<file path="src/rtl/aes_ctrl_pkg.sv">
// rtl/aes_ctrl_pkg.sv - shared AES control types, datapath mux encodings and round constants
package aes_ctrl_pkg;

  localparam int NUM_ROUNDS  = 10;
  localparam int MAIN_ROUNDS = 9;

  localparam logic [1:0] SEL_ARK = 2'b00;
  localparam logic [1:0] SEL_SR  = 2'b01;
  localparam logic [1:0] SEL_SB  = 2'b10;
  localparam logic [1:0] SEL_MC  = 2'b11;

  typedef enum logic [4:0] {
    ST_REST      = 5'd0,
    ST_KEY_WAIT  = 5'd1,
    ST_ARK_INIT  = 5'd2,
    ST_SB_LOOP   = 5'd3,
    ST_SR_LOOP   = 5'd4,
    ST_MC_0      = 5'd5,
    ST_MC_1      = 5'd6,
    ST_MC_2      = 5'd7,
    ST_MC_3      = 5'd8,
    ST_ARK_LOOP  = 5'd9,
    ST_SB_END    = 5'd10,
    ST_SR_END    = 5'd11,
    ST_ARK_END   = 5'd12,
    ST_DONE      = 5'd13
  } enc_state_t;

endpackage

</file>
<file path="src/rtl/aes_encrypt_driver.sv">
// rtl/aes_encrypt_driver.sv - AES-128 encryption control FSM driving the shared state datapath
module aes_encrypt_driver
  import aes_ctrl_pkg::*;
#(
  parameter int KEY_WAIT = 10
) (
  input  logic          Clk,
  input  logic          Reset,
  input  logic          Start_h,
  input  logic [1407:0] KeySchedule,
  output logic          update_state,
  output logic          initialize,
  output logic [1:0]    WORD_SEL,
  output logic [1:0]    OUTPUT_SEL,
  output logic [127:0]  out_key,
  output logic          Done_h
);

  localparam logic [3:0] KW_LAST  = 4'(KEY_WAIT - 1);
  localparam logic [3:0] LAST_RND = 4'(MAIN_ROUNDS);

  enc_state_t state, next_state;
  logic [3:0] round_cnt, round_cnt_next;
  logic [3:0] wait_cnt, wait_cnt_next;

  // Round key r sits at bits [128r+127:128r]; out-of-range counts give zero.
  function automatic logic [127:0] round_key(input logic [1407:0] ks, input logic [3:0] r);
    logic [127:0] rk;
    rk = '0;
    for (int i = 0; i <= NUM_ROUNDS; i++) begin
      if (r == 4'(i)) rk = ks[128*i +: 128];
    end
    return rk;
  endfunction

  // State and counter registers with synchronous abort to Rest.
  always_ff @(posedge Clk) begin
    if (Reset) begin
      state     <= ST_REST;
      round_cnt <= 4'd0;
      wait_cnt  <= 4'd0;
    end else begin
      state     <= next_state;
      round_cnt <= round_cnt_next;
      wait_cnt  <= wait_cnt_next;
    end
  end

  // Next-state logic and Moore output decode of state/round_cnt.
  always_comb begin
    next_state     = state;
    round_cnt_next = round_cnt;
    wait_cnt_next  = wait_cnt;
    update_state   = 1'b1;
    initialize     = 1'b0;
    WORD_SEL       = 2'b00;
    OUTPUT_SEL     = SEL_ARK;
    out_key        = '0;
    Done_h         = 1'b0;
    case (state)
      ST_REST: begin
        update_state = 1'b0;
        if (Start_h) begin
          next_state    = ST_KEY_WAIT;
          wait_cnt_next = 4'd0;
        end
      end
      ST_KEY_WAIT: begin
        // Plaintext is captured once, while the key expansion settles.
        initialize = (wait_cnt == 4'd0);
        if (wait_cnt == KW_LAST) begin
          next_state    = ST_ARK_INIT;
          wait_cnt_next = 4'd0;
        end else begin
          wait_cnt_next = wait_cnt + 4'd1;
        end
      end
      ST_ARK_INIT: begin
        out_key        = round_key(KeySchedule, 4'd0);
        round_cnt_next = 4'd1;
        next_state     = ST_SB_LOOP;
      end
      ST_SB_LOOP: begin
        OUTPUT_SEL = SEL_SB;
        next_state = ST_SR_LOOP;
      end
      ST_SR_LOOP: begin
        OUTPUT_SEL = SEL_SR;
        next_state = ST_MC_0;
      end
      ST_MC_0: begin
        OUTPUT_SEL = SEL_MC;
        WORD_SEL   = 2'd0;
        next_state = ST_MC_1;
      end
      ST_MC_1: begin
        OUTPUT_SEL = SEL_MC;
        WORD_SEL   = 2'd1;
        next_state = ST_MC_2;
      end
      ST_MC_2: begin
        OUTPUT_SEL = SEL_MC;
        WORD_SEL   = 2'd2;
        next_state = ST_MC_3;
      end
      ST_MC_3: begin
        OUTPUT_SEL = SEL_MC;
        WORD_SEL   = 2'd3;
        next_state = ST_ARK_LOOP;
      end
      ST_ARK_LOOP: begin
        out_key = round_key(KeySchedule, round_cnt);
        if (round_cnt == LAST_RND) begin
          round_cnt_next = 4'd0;
          next_state     = ST_SB_END;
        end else begin
          round_cnt_next = round_cnt + 4'd1;
          next_state     = ST_SB_LOOP;
        end
      end
      ST_SB_END: begin
        OUTPUT_SEL = SEL_SB;
        next_state = ST_SR_END;
      end
      ST_SR_END: begin
        OUTPUT_SEL = SEL_SR;
        next_state = ST_ARK_END;
      end
      ST_ARK_END: begin
        out_key    = round_key(KeySchedule, 4'(NUM_ROUNDS));
        next_state = ST_DONE;
      end
      ST_DONE: begin
        update_state = 1'b0;
        Done_h       = 1'b1;
        // Start_h must drop before another run can begin.
        if (!Start_h) next_state = ST_REST;
      end
      default: begin
        update_state = 1'b0;
        next_state   = ST_REST;
      end
    endcase
  end

endmodule

</file>
<file path="config.mk">
export PLATFORM = sky130hd
export DESIGN_NAME = aes_encrypt_driver
export DESIGN_NICKNAME = d
export VERILOG_FILES = /design/src/rtl/aes_ctrl_pkg.sv /design/src/rtl/aes_encrypt_driver.sv
export SDC_FILE = /design/constraint.sdc
export NUM_CORES = 1
export LEC_CHECK = 0
export CAP_MARGIN = 0
export CORE_AREA = 2 2 604 606
export DETAILED_ROUTE_END_ITERATION = 12
export DIE_AREA = 0 0 606 608
export PLACE_DENSITY = 0.31
export SYNTH_ARGS = -nofsm -noshare
export SYNTH_HDL_FRONTEND = slang
export SYNTH_SLANG_ARGS = --single-unit
export TNS_END_PERCENT = 20
</file>
<file path="constraint.sdc">
create_clock -name Clk -period 2.4 [get_ports Clk]
set_clock_uncertainty 0.2 [all_clocks]
set_input_delay 0.36 -clock Clk [delete_from_list [all_inputs] [get_ports Clk]]
set_output_delay 0.36 -clock Clk [all_outputs]
set_load 0.1 [all_outputs]
</file>
---- After elaboration in Yosys (flattened, before gate mapping) ----
Index checks and enable logic that the tools add are counted.
operators by class
  $add $sub $neg .......................... 2
  muxes and demuxes ....................... 27
  eq/ne operators ......................... 27
  reduce and logical (&&, ||, !) cells .... 11
operators by type and width
  operator                                                          count
  128-bit two-way mux                                               11
  128-bit case mux with 3 select lines                              1
  5-bit case mux with 14 select lines                               1
  5-bit by 4-bit == test with 1-bit output (second input constant)  6
  5-bit by 3-bit == test with 1-bit output (second input constant)  4
  4-bit by 3-bit == test with 1-bit output (second input constant)  4
  4-bit == test (second input constant)                             4
  4-bit two-way mux                                                 4
  4-bit case mux with 2 select lines                                2
  5-bit two-way mux                                                 3
  2-bit case mux with 3 select lines                                2
  12-bit OR reduction                                               1
  5-bit by 2-bit == test with 1-bit output (second input constant)  2
  4-bit by 1-bit adder with 4-bit output (second input constant)    2
  4-bit by 2-bit == test with 1-bit output (second input constant)  2
  4-bit zero test                                                   2
  2-bit != test (second input constant)                             3
  5-bit by 1-bit == test with 1-bit output (second input constant)  1
  5-bit zero test                                                   1
  4-bit by 1-bit == test with 1-bit output (second input constant)  1
  2-bit nonzero test                                                2
  2-bit OR reduction                                                2
  4-bit OR reduction                                                1
  1-bit two-way mux                                                 3
  2 further kinds                                                   2
word-level totals
  word-level logic and storage cells ...... 70
  flip-flop bits (word level) ............. 13
  output and inout port bits .............. 135
  bits of input ports ..................... 1411

---- Logic depth before layout (Yosys ltp) ----
Gate-level depths: netlist of run 1.
  depth in word-level cells ............... 13
  depth in mapped cells ................... 9
  gate-level depth less buffers ........... 6

---- Worst setup path after synthesis of run 1 ----
Ideal clock, no wire load.
  path type ............................... register to output
  from .................................... register state[3]
  to ...................................... output port initialize
  cell stages (with the launch flop) ...... 4
  buffers on the path ..................... 1
  data required time ...................... 1.840 ns
  setup slack ............................. -2.301 ns
  data arrival time ....................... 4.141 ns
  path through ............................ dfxtp_1 > buf_6 > or4b_4 > nor4b_1
on the way
  longest elaborated chain between the ends .. 2
ends and longest elaborated chain
  element                                   RTL line                  text
  from (decl)                               aes_encrypt_driver.sv:22  enc_state_t state, next_state;
  from (signal assigned)                    aes_encrypt_driver.sv:43  state <= next_state;
  5-bit by 1-bit == test with 1-bit output  aes_encrypt_driver.sv:60  case (state)
  1-bit two-way mux                         aes_encrypt_driver.sv:60
  to (decl)                                 aes_encrypt_driver.sv:12  output logic initialize,
Every way passes these cells.

---- Worst setup path after layout of run 1 ----
  from .................................... register round_cnt[0]
  to ...................................... output port out_key[32]
on the way
  longest elaborated chain between the ends .. 13
  elaborated cells between the ends (all ways) .. 23
  classes of those cells .................. eq/ne (10); mux (12); reduce/logical (1)
ends and longest elaborated chain
  element                                 RTL line                  text
  from (decl)                             aes_encrypt_driver.sv:23  logic [3:0] round_cnt, round_cnt_next;
  from (signal assigned)                  aes_encrypt_driver.sv:44  round_cnt <= round_cnt_next;
  4-bit zero test                         aes_encrypt_driver.sv:31  if (r == 4'(i)) rk = ks[128*i +: 128];
  128-bit two-way mux (10 in series)      aes_encrypt_driver.sv:31
  128-bit two-way mux *                   aes_encrypt_driver.sv:31
  128-bit case mux with 3 select lines *  aes_encrypt_driver.sv:60
  to (decl)                               aes_encrypt_driver.sv:15  output logic [127:0] out_key,
Every way passes the cells marked *; elsewhere a longest branch is shown, timed or not.

==> results of run 1 <==
==> metal layers <==
| metal | vias up | share of wire [%] | wire [um] | track usage (%) |
|---|---|---|---|---|
| met5 | - | 0.18 | 616 | 0 |
| met4 | 94 | 2.0 | 6860 | 2.49 |
| met3 | 499 | 6.0 | 20600 | 3.50 |
| met2 | 1735 | 55 | 190000 | 35.5 |
| met1 | 16300 | 37 | 128000 | 19.6 |
| li1 | 13900 | - | - | - |
==> cell usage after synthesis (6+ instances only) <==
cell type,n
a22oi_1,295
o22ai_1,201
a21oi_1,183
o21ai_0,182
clkbuf_1,170
nand2_1,154
nor2b_1,138
buf_2,127
o221ai_1,103
nor2_1,102
inv_1,84
a22o_1,71
a21o_1,69
a31o_1,69
a222oi_1,66
mux2i_1,58
a221oi_1,45
nand2b_1,36
o21ai_1,35
nand3_1,32
a211o_1,26
a211oi_1,26
buf_4,23
a31oi_1,20
buf_1,18
o211ai_1,16
nor3_1,15
a2bb2oi_1,12
dfxtp_1,12
o21a_1,12
buf_6,11
o311a_1,11
o32a_1,9
mux2_1,7
nand3b_1,6
==> tightest hold or removal path, stage by stage (launching register included) <==
cell,delay (ps)
dfxtp_1,350
o21ai_1,90
a21oi_1,70
==> power groups by stage <==
stage               registers (uW)  logic [uW]  clock network, uW
floorplan                      244        4950                  0
global placement               259       12600                  0
detailed placement             261       12600                  0
CTS                            261       13100                420
global route                   263       13600                429
finish                         259       13000                396
==> cell families (layout without fill, tap and decap cells) <==
logic type | count (synthesis) | after routing
fa+ha+maj | 3 | 3
flops | 12 | 12
buf+inv | 436 | 2323
xor+xnor | 1 | 1
compound gates | 1467 | 1467
mux | 67 | 67
other cells | 0 | 37
simple gates | 513 | 513
==> timing repair <==
action	in CTS	in global routing
setup endpoints to repair	139	136
pin swaps	100	103
buffers inserted	65	48
gates cloned	16	5
gates resized for setup	360	169
==> worst max-delay path by stage <==
stage	startpoint	to	slack [ps]	cells past startpoint
4_1_cts	round_cnt[2]	out_key[83]	-1180	8
5_1_grt	round_cnt[1]	out_key[83]	-1190	8
2_1_floorplan	state[2]	WORD_SEL[0]	-410	5
3_5_place_dp	round_cnt[1]	out_key[115]	-1230	9
6_report	round_cnt[0]	out_key[32]	-1150	10
3_3_place_gp	round_cnt[2]	out_key[95]	-1480	8
==> placed cells by master, fill, tap and decap left out, types with 67 or more instances in the layout <==
cell / n
a21o_1: 69
a21oi_1: 171
a22o_1: 71
a22oi_1: 255
buf_12: 275
buf_4: 433
buf_6: 67
clkdlybuf4s50_1: 1410
inv_1: 84
nand2_1: 139
nor2_1: 96
nor2b_1: 129
o21ai_0: 124
o22ai_1: 155
==> area by class of cell <==
| cell class | count | area (um2) | area share [%] |
|---|---|---|---|
| tap | 4794 | 6000 | 12.6 |
| antenna | 37 | 92.6 | 0.195 |
| timing repair buffer | 2235 | 24800 | 52.3 |
| sequential | 12 | 265 | 0.559 |
| multi-input combinational | 2051 | 15900 | 33.5 |
| inverter | 84 | 315 | 0.664 |
| clock buffer | 4 | 88.8 | 0.187 |
==> sequential cells by signal, indices dropped and copies added, names as in the netlist <==
name / count
wait_cnt: 4
state: 4
round_cnt: 4
==> through the flow <==
stage | power (uW) | instances | TNS, ps | hold WS, ps
detailed placement | 12800 | 9070 | -74800 | 352
CTS | 13800 | 9148 | -118640 | 360
floorplan | 5200 | 2499 | -29680 | 227
finish | 13700 | 9217 | -105820 | 363
global route | 14300 | 9197 | -117860 | 386
global placement | 12900 | 9070 | -76240 | 329
==> flow_summary.ini, run 1 <==
[run_status]
status = finished with violations
violations = DRC, setup timing

[final_layout]
final_cell_area_um2 = 47500
n_fill_cell = 41500
drive_above_1_share_pct = 26.7
area_delta_synth_final_pct = 198
nNetsFinal = 5801
fin_util_pct = 13.1

[logic_synthesis]
synth_compound_area_share_pct = 65.3
synth_cell_types = 66
yosys.area_share.simple_pct = 16.2
syn_area_per_cell_um2 = 6.37
synth_edf_count = 0
synth_area_leaders = a22oi_1, o22ai_1, a21oi_1
yosysWarnings = 0
synth_xor_xnor_area_share_pct = 0.0550
async_flop_share_pct = 0
synthAdderAreaFrac_pct = 0.236
synthMuxAreaShare_pct = 4.29
ys_seq_area_share_pct = 1.51
yosys.area.top_type = a22oi_1
ys_ff_latch = 12
synth_ff_type = dfxtp_1
netlist_area_um2 = 15900
synth_top_area_share_pct = 13.9
syn_inst = 2499
synth_top_family_by_area = compound AO/OA/AOI/OAI gates
synth_nets = 3913

[cts]
htreeDepth = 1
cts_buffers = 3
max-clock-path-buffers = 2
clk_latency_ps = 270
cts.sink_count = 12
cts.clk_slew.worst_paths_ps = 60
cts_tree = done
cts_hold_buf = 0
clockRootBuffer = clkbuf_16

[timing]
post-route-period-util_pct = 148
relSlewSlack_pct = 27.9
slew_violations = 0
setup_viol = 129
fin_crit_ps = 3550
setup_slack_ps = -1150
rsz0062_at_grt = yes
hold_violations = 0
tightest_slew_ps = 1080
max_freq_ghz = 0.281

[placement]
hpwl_mm = 301
place_congestion = 0.885
place_ws_ps = -1230
port_buffers = 1545
place_area_um2 = 43600

[global_routing]
grt.overflow.total = 0
grt_max_degree = 97
antenna_found_initial = 260
grt.total_usage_pct = 17.9
grt_pass1_vias = 32800
grt_pass1_wl_mm = 420

[drt]
wl_per_cell_um = 37.6
dr.pass1.iters = 13
drcViolationCount = 2
via_per_inst = 3.53
drtAntennaViolNets = 0
drtIter0Drc = 2822
num_vias = 32500
drt_wl_total_mm = 346

[power_and_ir_drop]
ir_worst_vdd_mv = 0.270
p_int_uw = 6230
leakagePower_uw = 0.0160
p_per_area_nw_per_um2 = 288
p_clk_share_pct = 2.9
netSwitchingPower_uw = 7430
pwr-share-comb_pct = 95.2
p_seq_share_pct = 1.9
swShare_pct = 54.4

[setup_path]
end_kind = primary output
worstPathRequired_ps = 1840
reg2reg_setup_slack_ps = 50
cp_data_arrival_time_ps = 2990
crit_chain = nor2b_4, buf_12, buf_12, buf_4, buf_6, a21o_1, a222oi_1, o22ai_2, a31o_1, buf_12
path_class = register to primary output
start_kind = register
crit_buf_inv = 5
crit_top_cell = buf_12
r2r_end = round_cnt[3]
crit_path_max_incr_delay_ps = 830
crit_slowest_cell = a222oi_1
crit_family = compound AO/OA/AOI/OAI gates
worst-r2r-cell-count = 12
cp_max_fo = 6
r2r-start = round_cnt[3]

[floorplanning]
die_w_um = 606
io_pins = 1546
coreArea_um2 = 362000
floorplan.initialDensity_pct = 4.40
die_h_um = 608
die_area_um2 = 368000
rows = 221

[min_path]
hold_path.class = register to register
worstHoldEndpoint = wait_cnt[2]
hold_depth = 2
min-delay-start = wait_cnt[2]

[job]
maxCapViolations = 0
Note: power is estimated with default switching activity, not from simulation.
==> run 2: changes to the inputs <==
--- a/config.mk
+++ b/config.mk
@@ -7,6 +7,7 @@
 export LEC_CHECK = 0
 export CAP_MARGIN = 0
 export CORE_AREA = 2 2 604 606
+export CTS_CLUSTER_DIAMETER = 80
 export DETAILED_ROUTE_END_ITERATION = 12
 export DIE_AREA = 0 0 606 608
 export PLACE_DENSITY = 0.31
==> results of run 2 <==
Same layout as run 1: the final DEF is identical, and so are final timing and power.
